[src/rtl/mac_feeder.sv]
// mac_feeder: sequencing front end for a 4-lane dot-product wrapper.
//
// Accepts 4-element activation/weight groups on a valid/ready input and holds
// each one in a single stage (S1). From S1 it drives the wrapper's x/w lanes and
// the running partial sum. The wrapper's combinational sum (mac_out) is captured
// back into the accumulator, or into the result slot for the last group of a
// vector. This block does no arithmetic itself.
//
// Ports:
//   clk, reset_n          clock (rising edge), asynchronous active-low reset
//   in_valid/in_ready     group handshake; in_last marks the last group of a vector
//   x_in, w_in            packed lanes, lane i at [Bw*i +: Bw]
//   mac_x, mac_w          to wrapper x0..x3 / w0..w3 (registered S1 contents)
//   mac_psum              to wrapper psum_in (accumulator)
//   mac_out               from wrapper out, same cycle
//   out_valid/out_ready   result handshake
//   out_data, out_cnt     vector sum and number of groups summed into it
//   err                   sticky: a vector ran past MaxGrp groups and was cut
module mac_feeder #(
    parameter int unsigned Bw     = 4,
    parameter int unsigned PsumBw = 16,
    parameter int unsigned MaxGrp = 16,
    parameter int unsigned CntW   = $clog2(MaxGrp) + 1
) (
    input  logic              clk,
    input  logic              reset_n,
    input  logic              in_valid,
    output logic              in_ready,
    input  logic              in_last,
    input  logic [4*Bw-1:0]   x_in,
    input  logic [4*Bw-1:0]   w_in,
    output logic [4*Bw-1:0]   mac_x,
    output logic [4*Bw-1:0]   mac_w,
    output logic [PsumBw-1:0] mac_psum,
    input  logic [PsumBw-1:0] mac_out,
    output logic              out_valid,
    input  logic              out_ready,
    output logic [PsumBw-1:0] out_data,
    output logic [CntW-1:0]   out_cnt,
    output logic              err
);

    localparam logic [CntW-1:0] OneCnt = CntW'(1);
    localparam logic [CntW-1:0] MaxCnt = CntW'(MaxGrp);

    logic              r_s1_valid;
    logic              r_s1_last;
    logic [4*Bw-1:0]   r_x;
    logic [4*Bw-1:0]   r_w;
    logic [PsumBw-1:0] r_acc;
    logic [CntW-1:0]   r_grp_cnt;
    logic              r_out_valid;
    logic [PsumBw-1:0] r_out_data;
    logic [CntW-1:0]   r_out_cnt;
    logic              r_err;

    logic              w_s1_fire;
    logic              w_in_fire;
    logic [CntW-1:0]   w_grp_idx;
    logic              w_force_last;

    // A last group may only leave S1 if the result slot is free or draining.
    assign w_s1_fire = r_s1_valid && (!r_s1_last || !r_out_valid || out_ready);
    assign in_ready  = !r_s1_valid || w_s1_fire;
    assign w_in_fire = in_valid && in_ready;

    // Position of the incoming group within its vector. A group still sitting
    // in S1 has not been counted in r_grp_cnt yet, so account for it here; if
    // it is a last group, the incoming one starts a fresh vector.
    always_comb begin
        w_grp_idx = r_grp_cnt;
        if (r_s1_valid) begin
            w_grp_idx = r_s1_last ? '0 : r_grp_cnt + OneCnt;
        end
    end

    assign w_force_last = ((w_grp_idx + OneCnt) == MaxCnt) && !in_last;

    always_ff @(posedge clk or negedge reset_n) begin
        if (!reset_n) begin
            r_s1_valid  <= 1'b0;
            r_s1_last   <= 1'b0;
            r_x         <= '0;
            r_w         <= '0;
            r_acc       <= '0;
            r_grp_cnt   <= '0;
            r_out_valid <= 1'b0;
            r_out_data  <= '0;
            r_out_cnt   <= '0;
            r_err       <= 1'b0;
        end else begin
            // S1 load / drain
            if (w_in_fire) begin
                r_s1_valid <= 1'b1;
                r_s1_last  <= in_last || w_force_last;
                r_x        <= x_in;
                r_w        <= w_in;
                if (w_force_last) begin
                    r_err <= 1'b1;
                end
            end else if (w_s1_fire) begin
                r_s1_valid <= 1'b0;
            end

            // Retire S1 into the accumulator or the result slot
            if (w_s1_fire) begin
                if (r_s1_last) begin
                    r_out_data <= mac_out;
                    r_out_cnt  <= r_grp_cnt + OneCnt;
                    r_acc      <= '0;
                    r_grp_cnt  <= '0;
                end else begin
                    r_acc     <= mac_out;
                    r_grp_cnt <= r_grp_cnt + OneCnt;
                end
            end

            // A new result loading wins over the consumer draining the slot.
            if (w_s1_fire && r_s1_last) begin
                r_out_valid <= 1'b1;
            end else if (out_ready) begin
                r_out_valid <= 1'b0;
            end
        end
    end

    assign mac_x     = r_x;
    assign mac_w     = r_w;
    assign mac_psum  = r_acc;
    assign out_valid = r_out_valid;
    assign out_data  = r_out_data;
    assign out_cnt   = r_out_cnt;
    assign err       = r_err;

endmodule

[config.mk]
export PLATFORM = sky130hd
export DESIGN_NAME = mac_feeder
export DESIGN_NICKNAME = d
export VERILOG_FILES = /design/src/rtl/mac_feeder.sv
export SDC_FILE = /design/constraint.sdc
export NUM_CORES = 1
export LEC_CHECK = 0
export ABC_AREA = 0
export CORE_MARGIN = 2
export CORE_UTILIZATION = 56
export DETAILED_ROUTE_END_ITERATION = 8
export DONT_BUFFER_PORTS = 1
export PLACE_DENSITY = 0.86
export SETUP_SLACK_MARGIN = 0.3
export SYNTH_ARGS = -nofsm -noshare
export SYNTH_HDL_FRONTEND = slang
export SYNTH_SLANG_ARGS = --single-unit
[constraint.sdc]
create_clock -name clk -period 1.65 [get_ports clk]
set_clock_uncertainty 0.2 [all_clocks]
set_input_delay 0.33 -clock clk [delete_from_list [all_inputs] [get_ports clk]]
set_output_delay 0.33 -clock clk [all_outputs]
set_load 0.01 [all_outputs]
==> flow_summary_export.csv <==
group,metric,value,unit
run_status,status,"complete, but fails checks",
run_status,failed_checks,"hold timing, setup timing",
floorplan,die_area,6054,um^2
route,antenna_left,0,
layout,multi_input_area,1341,um^2
logic_synthesis,syn-num-nets,290,
worst_setup_path,worst_setup_path_end_kind,"flop",
clock_network,cts_htree_levels,3,
route,drt_pass1_iterations,4,
layout,diodes,0,
worst_setup_path,start_kind,"flop",
worst_setup_path,cp_cell_sequence,"ha_4 > xnor2_2 > nor2_2 > buf_4 > o2111ai_1 > a31oi_1",
layout,mostFrequentLayoutCell,"dfrtp_1",
layout,n_fill_cell,199,
route,totalWireLength,9650,um
place,gp_congestion,0.8226,
logic_synthesis,async_flop_share,100.0,%
layout,seqCellArea,1962,um^2
logic_synthesis,seq_area_frac_synth,63.99,%
clock_network,clk_pin_slew,0.09,ns
route,viasPerCell,5.896,
timing,finalHoldViolations,78,
clock_network,cts_buffers,9,
layout,drive_gt1_share,42.46,%
logic_synthesis,yosysUniqueCellTypes,32,
logic_synthesis,synthFlopType,"dfrtp_1",
layout,final_util,89.65,%
route,vias,2329,
worst_setup_path,worstPathMaxFanout,4,
floorplan,die_h,77.81,um
clock_network,root_buffer,"clkbuf_8",
global_route,grt.overflow.total,0,
layout,layout_common_cells,"dfrtp_1, dlygate4sd3_1, mux2_4",
clock_network,clkLatencyLatePin,0.34,ns
timing,slew_headroom,82.22,%
power,p_leak,2.191,nW
worst_setup_path,cp_num_buf_inv,1,
logic_synthesis,ys_ff_latch,78,
route,wl_met1,3650,um
worst_setup_path,path_class,"reg -> reg",
clock_network,clock-sinks,78,
timing,timing.final.ws_setup,-0.07760,ns
timing,fin_crit_sh,104.7,%
timing,rsz0062_at_grt,"yes",
global_route,grtUsageTotal,29.38,%
route,drt_first_iter_violations,202,
clock_network,clockBufferDepth,2,
floorplan,initial_core_util,58.97,%
global_route,grt_pass1_wl,13380,um
logic_synthesis,synth-edff-count,0,
timing,min_period,1.728,ns
global_route,grt_pass1_vias,2544,
worst_setup_path,rrSetupSlack,-0.08,ns
timing,fin_setup_tns,-0.09423,ns
route,top_layer,"met4",
floorplan,ios,125,
power,irDropWorstVdd,0.8143,mV
floorplan,chipWidth,77.81,um
route,drc,0,
worst_setup_path,crit_family,"flip-flops",
timing,worst_pin_slew,0.2654,ns
worst_setup_path,arrival,1.77,ns
place,io_buffers,0,
worst_setup_path,critPathSlowestCell,"dfrtp_2",
floorplan,core-area,5172,um^2
global_route,grt_start_max_net_pins,79,
logic_synthesis,synth_warnings,0,
worst_setup_path,critPathRequiredTime,1.69,ns
logic_synthesis,syn_avg_cell_area,12.93,um^2
timing,hold_ws,-0.5296,ns
logic_synthesis,synth_area,3050,um^2
floorplan,num_rows,26,
route,wl_met2,5105,um
layout,syn2layout_area_growth,52.01,%
worst_setup_path,slowest_delay,0.47,ns
timing,max_freq,578.8,MHz
logic_synthesis,syn_inst,236,
worst_hold_path,hold_class,"in -> async",
layout,nNetsFinal,374,
clock_network,cts_tree,"built",
timing,setup_viol,2,
route,dr_wl_met3,731,um
place,hpwl,4113,um
timing,finalMaxSlewViolations,0,
power,power_density,1205,nW/um^2
global_route,antenna_found_initial,0,
clock_network,cts.hold.buffers_added,50,
place,pre_cts_ws,0.004180,ns
route,wl_per_cell,24.43,um
run,drv_cap,0,
## kinds of logic (layout without fill, tap and decap cells)
group,after synthesis,count (layout),share of synthesized area [%]
fa+ha+maj,1,1,0.4101
mux,34,34,12.51
compound gates,28,28,7.465
buf+inv,14,103,2.953
xor+xnor,3,3,1.108
flops,78,78,63.99
simple gates,78,78,11.57
## synth_stat cells (3+ instances only)
master    number  area share (%)
mux2_1        29              11
nand3_1        3            0.49
a22o_1        18             5.2
nand2b_1       3            0.62
buf_2          6            0.98
nor2_1         5            0.62
buf_6          3             1.1
dfrtp_1       78              64
o21ai_0        5            0.82
nand2_1       58             7.1
mux2_2         4             1.5
## final cells by class
| cell class | count | share of cell area (%) |
|---|---|---|
| Clock buffer | 10 | 2.752 |
| Timing Repair Buffer | 85 | 20.99 |
| Clock inverter | 6 | 2.914 |
| Inverter | 2 | 0.2159 |
| Sequential cell | 78 | 42.31 |
| Tap cell | 70 | 1.889 |
| Multi-Input combinational cell | 144 | 28.93 |
## routing by layer
layer  global-route usage, %  up-vias
li1                        -      975
met1                   35.70     1197
met2                   50.60      141
met3                   8.605       16
met4                   9.107        0
met5                       0        -
## registers in the layout (all words and copies together), names as in the netlist
signal	cells
err	1
mac_psum	16
mac_w	16
mac_x	16
out_cnt	5
out_data	16
out_valid	1
r_grp_cnt	5
r_s1_last	1
r_s1_valid	1
## worst reg2reg max path, delay by kind of cell (launching register included)
kind	cells	cell delay (ns)
AOI/OAI and AO/OA	2	0.32
xor gates and xnor gates	1	0.15
adders and majority gates	1	0.20
buffers and inverters	1	0.13
DFF	1	0.47
and+or+nand+nor	1	0.14
## stage by stage
| step | hold WS [ns] | area [um^2] | cells | power (mW) |
|---|---|---|---|---|
| floorplan | -0.1656 | 3098 | 236 | 2.934 |
| global placement | -0.1641 | 3159 | 304 | 3.040 |
| detailed placement | -0.1640 | 3159 | 304 | 3.085 |
| CTS | -0.5312 | 4412 | 394 | 5.291 |
| global route | -0.5550 | 4637 | 395 | 5.766 |
| finish | -0.5296 | 4637 | 395 | 5.588 |
## where the power goes
group / switching, mW / internal, mW / leakage (nW) / total, mW
registers: 0.428 / 2.21 / 0.949 / 2.63
logic: 0.463 / 0.620 / 1.12 / 1.08
clock network: 0.712 / 1.16 / 0.123 / 1.87
total: 1.60 / 3.98 / 2.19 / 5.59
## repair_timing
| action | 4_1_cts | 5_1_grt |
|---|---|---|
| endpoints found under the hold margin | 145 | 78 |
| gates cloned | 10 | 1 |
| gates resized for setup | 64 | 67 |
| endpoints found under the setup margin | 76 | 79 |
| buffers inserted | 14 | 0 |
| pin swaps | 31 | 22 |
## final timing paths
kind | start | endpoint | cells after the start
max | r_grp_cnt[0] | r_s1_last | 6
max reg2reg | r_grp_cnt[0] | r_s1_last | 6
min reg2reg | out_data[10] | out_data[10] | 2
max in group asynchronous | reset_n | r_s1_last | 0
min | reset_n | mac_x[2] | 0
min in group clk | in_last | err | 2
No activity file was read; power rests on OpenSTA's default activity.
